File: src/rtl/timer_pkg.sv
// Shared types and constants for the BCD MM:SS countdown timer.
// Holds the FSM state enum, digit limits, field positions and the load sanitiser.
package timer_pkg;

    typedef enum logic [1:0] {
        IDLE    = 2'd0,
        RUN     = 2'd1,
        PAUSED  = 2'd2,
        EXPIRED = 2'd3
    } state_t;

    localparam logic [3:0] DIGIT_MAX    = 4'd9;
    localparam logic [3:0] SEC_TENS_MAX = 4'd5;

    localparam int SEC_UNITS_LSB = 0;
    localparam int SEC_TENS_LSB  = 4;
    localparam int MIN_UNITS_LSB = 8;
    localparam int MIN_TENS_LSB  = 12;

    function automatic logic [3:0] digit_limit(input int idx);
        return (idx * 4 == SEC_TENS_LSB) ? SEC_TENS_MAX : DIGIT_MAX;
    endfunction

    // Out-of-range digits clamp to their limit rather than being rejected.
    function automatic logic [15:0] sanitise_bcd(input logic [15:0] raw);
        logic [15:0] res;
        logic [3:0]  dig;
        logic [3:0]  lim;
        res = '0;
        for (int i = 0; i < 4; i++) begin
            dig = raw[i*4 +: 4];
            lim = digit_limit(i);
            res[i*4 +: 4] = (dig > lim) ? lim : dig;
        end
        return res;
    endfunction

endpackage

File: src/rtl/bcd_digit_down.sv
// One BCD digit of a decrementing borrow chain: wraps 0 -> max when borrowing.
// Combinational, zero latency; no flow control.
module bcd_digit_down (
    input  logic [3:0] digit,
    input  logic [3:0] max,
    input  logic       borrow_in,
    output logic [3:0] digit_next,
    output logic       borrow_out
);

    always_comb begin
        digit_next = digit;
        borrow_out = 1'b0;
        if (borrow_in) begin
            if (digit == 4'd0) begin
                digit_next = max;
                borrow_out = 1'b1;
            end else begin
                digit_next = digit - 4'd1;
            end
        end
    end

endmodule

File: src/rtl/bcd_countdown_timer.sv
// MM:SS BCD countdown with load sanitising, pause/resume and a one-shot expiry pulse.
// time_out updates the cycle after tick; done/running are registered with time_out.
// Strobe-driven, no backpressure: commands are prioritised clear > load > pause > start.
module bcd_countdown_timer
    import timer_pkg::*;
#(
    parameter int CLK_HZ = 50_000_000
) (
    input  logic        clk,
    input  logic        rst,
    input  logic        load,
    input  logic [15:0] time_in,
    input  logic        start,
    input  logic        pause,
    input  logic        clear,
    output logic [15:0] time_out,
    output logic        running,
    output logic        tick,
    output logic        done
);

    localparam int PW = (CLK_HZ > 1) ? $clog2(CLK_HZ) : 1;
    localparam logic [PW-1:0] PRESC_LAST = PW'(CLK_HZ - 1);

    state_t          state_q, state_d;
    logic [PW-1:0]   presc_q, presc_d;
    logic [15:0]     time_q, time_d;
    logic            running_q, running_d;
    logic            done_q, done_d;

    logic [15:0]     time_dec;
    logic [4:0]      borrow;
    logic            tick_w;

    assign borrow[0] = 1'b1;

    for (genvar g = 0; g < 4; g++) begin : g_digit
        bcd_digit_down u_digit (
            .digit      (time_q[g*4 +: 4]),
            .max        (digit_limit(g)),
            .borrow_in  (borrow[g]),
            .digit_next (time_dec[g*4 +: 4]),
            .borrow_out (borrow[g+1])
        );
    end

    // A wrap coinciding with pause or clear is dropped entirely.
    assign tick_w = (state_q == RUN) && (presc_q == PRESC_LAST) && !clear && !pause;

    always_comb begin
        state_d = state_q;
        presc_d = presc_q;
        time_d  = time_q;
        done_d  = 1'b0;
        if (clear) begin
            state_d = IDLE;
            presc_d = '0;
            time_d  = '0;
        end else if (load && state_q != RUN) begin
            state_d = IDLE;
            presc_d = '0;
            time_d  = sanitise_bcd(time_in);
        end else if (state_q == RUN && pause) begin
            state_d = PAUSED;
        end else if (start && state_q != RUN && time_q != 16'h0000) begin
            state_d = RUN;
            if (state_q != PAUSED) begin
                presc_d = '0;
            end
        end else if (state_q == RUN) begin
            if (tick_w) begin
                presc_d = '0;
                // borrow[4] means the chain underflowed; hold at zero instead.
                if (!borrow[4]) begin
                    time_d = time_dec;
                end
                if (borrow[4] || time_dec == 16'h0000) begin
                    state_d = EXPIRED;
                    done_d  = !borrow[4];
                end
            end else begin
                presc_d = presc_q + 1'b1;
            end
        end
        running_d = (state_d == RUN);
    end

    always_ff @(posedge clk or posedge rst) begin
        if (rst) begin
            state_q   <= IDLE;
            presc_q   <= '0;
            time_q    <= '0;
            running_q <= 1'b0;
            done_q    <= 1'b0;
        end else begin
            state_q   <= state_d;
            presc_q   <= presc_d;
            time_q    <= time_d;
            running_q <= running_d;
            done_q    <= done_d;
        end
    end

    assign time_out = time_q;
    assign running  = running_q;
    assign tick     = tick_w;
    assign done     = done_q;

endmodule
File: config.mk
export PLATFORM = sky130hd
export DESIGN_NAME = bcd_countdown_timer
export DESIGN_NICKNAME = d
export VERILOG_FILES = /design/src/rtl/timer_pkg.sv /design/src/rtl/bcd_digit_down.sv /design/src/rtl/bcd_countdown_timer.sv
export SDC_FILE = /design/constraint.sdc
export NUM_CORES = 1
export LEC_CHECK = 0
export ABC_AREA = 1
export ABC_CLOCK_PERIOD_IN_PS = 1700
export CORE_ASPECT_RATIO = 1.25
export CORE_MARGIN = 3
export CORE_UTILIZATION = 40
export CTS_BUF_LIST = sky130_fd_sc_hd__clkbuf_8 sky130_fd_sc_hd__clkbuf_16
export DETAILED_ROUTE_END_ITERATION = 10
export PLACE_DENSITY_LB_ADDON = 0.25
export SLEW_MARGIN = 20
export SYNTH_ARGS = -nofsm -noshare
export SYNTH_HDL_FRONTEND = slang
export SYNTH_SLANG_ARGS = --single-unit
File: constraint.sdc
create_clock -name clk -period 1.7 [get_ports clk]
set_input_delay 0.34 -clock clk [delete_from_list [all_inputs] [get_ports clk]]
set_output_delay 0.34 -clock clk [all_outputs]
set_load 0.02 [all_outputs]
==> flow_summary.html <==
<table>
<tr><th>Metric</th><th>Value</th></tr>
<tr><th colspan="2">Run status</th></tr>
<tr><td>Run status</td><td>finished with violations</td></tr>
<tr><td>Failing checks</td><td>setup timing</td></tr>
<tr><th colspan="2">Global route</th></tr>
<tr><td>Largest net degree at the start of global routing</td><td>47</td></tr>
<tr><td>Remaining global-route overflow</td><td>0</td></tr>
<tr><td>First-pass GRT wire length</td><td>18300 um</td></tr>
<tr><td>GRT Overall Usage</td><td>24.8%</td></tr>
<tr><td>Vias in the first global route</td><td>4052</td></tr>
<tr><td>Initial antenna violation count</td><td>0</td></tr>
<tr><th colspan="2">Layout</th></tr>
<tr><td>Area growth from synthesis to layout</td><td>82.5%</td></tr>
<tr><td>Post-route standard cell area excluding fillers</td><td>0.00588 mm^2</td></tr>
<tr><td>Share of cells above drive strength 1</td><td>49.9%</td></tr>
<tr><td>Total Nets Final</td><td>665</td></tr>
<tr><td>Diodes inserted</td><td>0</td></tr>
<tr><td>Sequential cell area in the final layout</td><td>0.00116 mm^2</td></tr>
<tr><td>Area of the multi-input gates</td><td>0.00244 mm^2</td></tr>
<tr><td>Number of fillers in the final layout</td><td>483</td></tr>
<tr><th colspan="2">Floorplan</th></tr>
<tr><td>Horizontal die dimension</td><td>86.3 um</td></tr>
<tr><td>Die extent in y</td><td>106 um</td></tr>
<tr><td>Core area</td><td>0.00762 mm^2</td></tr>
<tr><td>Number of rows created at floorplan</td><td>35</td></tr>
<tr><td>Count of pins on the block boundary</td><td>41</td></tr>
<tr><td>Die Outline Area</td><td>0.00917 mm^2</td></tr>
<tr><td>Initial core utilization</td><td>42.3%</td></tr>
<tr><th colspan="2">Setup path</th></tr>
<tr><td>Cells on worst reg2reg path</td><td>14</td></tr>
<tr><td>Kind of critical path</td><td>flip-flop to output pin</td></tr>
<tr><td>Startpoint of the worst-slack reg-to-reg timing path</td><td>presc_q[1]</td></tr>
<tr><td>Worst endpoint data arrival time</td><td>1.83 ns</td></tr>
<tr><td>Setup crit start kind</td><td>flip-flop</td></tr>
<tr><td>CP peak stage delay</td><td>0.36 ns</td></tr>
<tr><td>Total number of cells along the worst setup path</td><td>6</td></tr>
<tr><td>Start point of the critical path</td><td>presc_q[1]</td></tr>
<tr><td>Largest driver fanout on the critical path</td><td>3</td></tr>
<tr><td>Cell type of the slowest stage on the worst timing path</td><td>sky130_fd_sc_hd__dfrtp_1</td></tr>
<tr><td>CP required</td><td>1.36 ns</td></tr>
<tr><td>Crit path capture type</td><td>output pin</td></tr>
<tr><td>Family of cells with the greatest summed delay on the critical path</td><td>simple AND/OR/NAND/NOR gates</td></tr>
<tr><td>Number of buffer and inverter stages on the critical path</td><td>1</td></tr>
<tr><td>Cell Chain, Critical Path</td><td>ha_2 &gt; nand4_1 &gt; nor2_2 &gt; nand2_2 &gt; nor4_4 &gt; buf_4</td></tr>
<tr><th colspan="2">Place</th></tr>
<tr><td>Routability cong.</td><td>0.874</td></tr>
<tr><td>Post-placement worst setup slack</td><td>-0.920 ns</td></tr>
<tr><td>Placement Cell Area</td><td>0.00468 mm^2</td></tr>
<tr><td>HPWL after detailed placement</td><td>7130 um</td></tr>
<tr><td>Number of port buffers</td><td>40</td></tr>
<tr><th colspan="2">Timing</th></tr>
<tr><td>Worst Hold Slack</td><td>0.374 ns</td></tr>
<tr><td>Max-Slew Margin vs Limit</td><td>73.4%</td></tr>
<tr><td>Final max-slew violation count</td><td>0</td></tr>
<tr><td>Least setup slack across all paths after layout</td><td>-0.471 ns</td></tr>
<tr><td>Count of final hold-check violations</td><td>0</td></tr>
<tr><td>Ratio of final minimum period to clock period</td><td>128%</td></tr>
<tr><td>Clock skew</td><td>0.00676 ns</td></tr>
<tr><td>Final period demand of the worst path</td><td>2.17 ns</td></tr>
<tr><td>RSZ-0062 raised after global routing</td><td>yes</td></tr>
<tr><td>Count of endpoints failing setup in the final report</td><td>46</td></tr>
<tr><td>Transition time at the pin with the least slew margin</td><td>0.396 ns</td></tr>
<tr><td>Top achievable clock speed</td><td>461 MHz</td></tr>
<tr><th colspan="2">Power</th></tr>
<tr><td>Power Total</td><td>0.00393 W</td></tr>
<tr><td>Max rail drop VDD</td><td>0.000522 V</td></tr>
<tr><td>Power density over cell area</td><td>668 mW/mm^2</td></tr>
<tr><td>Leakage component of the power</td><td>2.80 nW</td></tr>
<tr><th colspan="2">Clock network</th></tr>
<tr><td>Clock transition at path regs</td><td>0.10 ns</td></tr>
<tr><td>Clock latency on the worst-skew pair</td><td>0.32 ns</td></tr>
<tr><td>Clock root buffer master</td><td>sky130_fd_sc_hd__clkbuf_8</td></tr>
<tr><td>Max Root-Sink Buffers</td><td>2</td></tr>
<tr><td>Number of sinks on the clock net</td><td>46</td></tr>
<tr><td>Inserted Clock Buffers</td><td>5</td></tr>
<tr><td>Hold-fix buffers, CTS</td><td>0</td></tr>
<tr><td>Total number of H-tree levels</td><td>2</td></tr>
<tr><td>CTS tree</td><td>yes</td></tr>
<tr><th colspan="2">Synth</th></tr>
<tr><td>Number of enable-type register cells in the synthesized netlist</td><td>0</td></tr>
<tr><td>Netlist cell types</td><td>43</td></tr>
<tr><td>Predominant post-synthesis flop cell</td><td>sky130_fd_sc_hd__dfrtp_1</td></tr>
<tr><td>Synth Register Bits</td><td>46</td></tr>
<tr><td>Synth Instances</td><td>446</td></tr>
<tr><td>Area of the mapped netlist</td><td>0.00322 mm^2</td></tr>
<tr><td>Portion of the post-synthesis area used by sequential elements</td><td>35.7%</td></tr>
<tr><td>Avg Cell Area, Syn</td><td>7.22 um^2</td></tr>
<tr><td>Yosys warning total</td><td>0</td></tr>
<tr><td>Async S/R FF share, synth</td><td>100%</td></tr>
<tr><td>Share of the synthesized area in the top cell type</td><td>35.7%</td></tr>
<tr><td>Synthesized net count</td><td>469</td></tr>
<tr><td>Biggest area consumer among synthesized cells</td><td>sky130_fd_sc_hd__dfrtp_1</td></tr>
<tr><td>Synth top area cells</td><td>sky130_fd_sc_hd__dfrtp_1, sky130_fd_sc_hd__nand2_1, sky130_fd_sc_hd__inv_1</td></tr>
<tr><th colspan="2">Detailed routing</th></tr>
<tr><td>Iteration-0 DRC Markers</td><td>240</td></tr>
<tr><td>ANT nets after route</td><td>0</td></tr>
<tr><td>Final Routed Wirelength</td><td>13100 um</td></tr>
<tr><td>Drt wl/cell</td><td>17.8 um</td></tr>
<tr><td>Total via count in the routed design</td><td>4107</td></tr>
<tr><td>Vias per inst</td><td>5.59</td></tr>
<tr><td>DRC viols</td><td>0</td></tr>
<tr><td>Detailed-router iteration count before antenna repair</td><td>6</td></tr>
<tr><th colspan="2">Hold path</th></tr>
<tr><td>Min-delay worst type</td><td>primary input to async pin</td></tr>
<tr><th colspan="2">Job</th></tr>
<tr><td>Number of max-cap violations</td><td>0</td></tr>
</table>
[routing by layer]
metal | vias to the layer above | wire length (um) | track usage [%]
met5 | - | 0 | 0
met3 | 76 | 682 | 3.26
met2 | 183 | 7020 | 46.9
met4 | 0 | 842 | 10.7
met1 | 1982 | 4540 | 26.9
li1 | 1866 | - | -
[layout make-up]
| class | count | area share [%] |
|---|---|---|
| clock inverters | 3 | 0.702 |
| repair buffers | 195 | 29.8 |
| clock buffers | 5 | 1.17 |
| multi-input cells | 323 | 41.5 |
| inverters | 71 | 5.17 |
| flip-flops and latches | 46 | 19.7 |
| well taps | 92 | 1.96 |
[final timing paths]
path	to	slack, ns
worst max-delay path	tick	-0.47
worst min-delay path	time_out[7]	0.37
worst max register to register	presc_q[24]	-0.37
worst min register to register	presc_q[22]	0.60
max in group asynchronous	time_out[9]	1.08
min in group clk	presc_q[22]	0.60
[logic make-up (layout without fill, tap and decap cells)]
logic type | count (synthesis) | count (layout) | share of synthesized area [%]
buffers and inverters | 79 | 274 | 10.2
XOR/XNOR | 6 | 6 | 2.21
AO/OA/AOI/OAI | 68 | 68 | 12.5
AND/OR/NAND/NOR | 246 | 248 | 39.0
flip-flops | 46 | 46 | 35.7
adder cells (fa/ha/maj) | 1 | 1 | 0.388
[sequential cells by signal (all words and copies together), names as in the netlist]
register and flops:
presc_q 26, time_out 16, done 1, running 1
state_q 2
[worst min-delay path: stages]
cell	delay [ns]
sky130_fd_sc_hd__clkdlybuf4s50_1	0.42
sky130_fd_sc_hd__inv_2	0.07
sky130_fd_sc_hd__buf_12	0.25
[through the flow]
step	utilization [%]	setup TNS, ns	instances
floorplan	-	-0.165	446
global placement	61.4	-14.04	694
detailed placement	61.4	-15.84	694
CTS	70.4	-7.50	725
global route	77.2	-15.24	735
finish	77.2	-9.93	735
[layout by cell type, fill, tap and decap left out, types with 2 or more instances in the layout]
master                              n
sky130_fd_sc_hd__nand3_1           23
sky130_fd_sc_hd__a21oi_4            2
sky130_fd_sc_hd__nand2_2           17
sky130_fd_sc_hd__buf_6             23
sky130_fd_sc_hd__buf_12             6
sky130_fd_sc_hd__nand4_1           12
sky130_fd_sc_hd__o21a_1             4
sky130_fd_sc_hd__nor2_4            22
sky130_fd_sc_hd__o22ai_1            2
sky130_fd_sc_hd__nand2_4           15
sky130_fd_sc_hd__nor2_2             8
sky130_fd_sc_hd__nand3_2           12
sky130_fd_sc_hd__clkdlybuf4s50_1   24
sky130_fd_sc_hd__inv_2             12
sky130_fd_sc_hd__o21ai_2           11
sky130_fd_sc_hd__a21oi_2            5
sky130_fd_sc_hd__o21bai_1           3
sky130_fd_sc_hd__xor2_1             5
sky130_fd_sc_hd__nor2_1            28
sky130_fd_sc_hd__nor4_4             3
sky130_fd_sc_hd__inv_1             56
sky130_fd_sc_hd__nor3_2             4
sky130_fd_sc_hd__o21ai_1            8
sky130_fd_sc_hd__dlygate4sd2_1     13
sky130_fd_sc_hd__buf_4            123
sky130_fd_sc_hd__o22ai_2           11
sky130_fd_sc_hd__dlymetal6s2s_1     2
sky130_fd_sc_hd__dfrtp_1           40
sky130_fd_sc_hd__nor4_2             2
sky130_fd_sc_hd__nand2_8            8
sky130_fd_sc_hd__dfrtp_2            6
sky130_fd_sc_hd__nand2_1           73
sky130_fd_sc_hd__o21ai_0            9
sky130_fd_sc_hd__nand3_4            7
sky130_fd_sc_hd__buf_8              3
sky130_fd_sc_hd__clkbuf_8           5
sky130_fd_sc_hd__nor3_1             8
sky130_fd_sc_hd__clkinv_8           2
sky130_fd_sc_hd__a21oi_1            5
[timing repair]
item                       CTS  global route
gates cloned                 5             0
setup endpoints to repair   59            49
pin swaps                   42            64
buffers inserted            19            16
resized for setup          120           101
[cell usage after synthesis (2+ instances only)]
library cell and count:
sky130_fd_sc_hd__a21oi_1 11, sky130_fd_sc_hd__a22oi_1 2, sky130_fd_sc_hd__buf_2 2, sky130_fd_sc_hd__buf_6 2, sky130_fd_sc_hd__clkbuf_1 2, sky130_fd_sc_hd__dfrtp_1 46, sky130_fd_sc_hd__inv_1 65, sky130_fd_sc_hd__inv_2 3
sky130_fd_sc_hd__inv_4 2, sky130_fd_sc_hd__nand2_1 99, sky130_fd_sc_hd__nand2_2 4, sky130_fd_sc_hd__nand2_4 8, sky130_fd_sc_hd__nand3_1 37, sky130_fd_sc_hd__nand3_2 5, sky130_fd_sc_hd__nand4_1 12, sky130_fd_sc_hd__nor2_1 42
sky130_fd_sc_hd__nor2_2 6, sky130_fd_sc_hd__nor2_4 10, sky130_fd_sc_hd__nor3_1 11, sky130_fd_sc_hd__nor3_2 2, sky130_fd_sc_hd__nor4_1 5, sky130_fd_sc_hd__o21a_1 4, sky130_fd_sc_hd__o21ai_0 24, sky130_fd_sc_hd__o21ai_1 4
sky130_fd_sc_hd__o21bai_1 3, sky130_fd_sc_hd__o22ai_1 14, sky130_fd_sc_hd__xor2_1 5
[power breakdown]
part	switching, W	total [W]	internal [W]	leakage [nW]
logic	0.000983	0.00185	0.000869	2.12
clock network	0.000424	0.000858	0.000434	0.0556
registers	0.0000529	0.00122	0.00117	0.620
No activity file was read; power rests on OpenSTA's default activity.
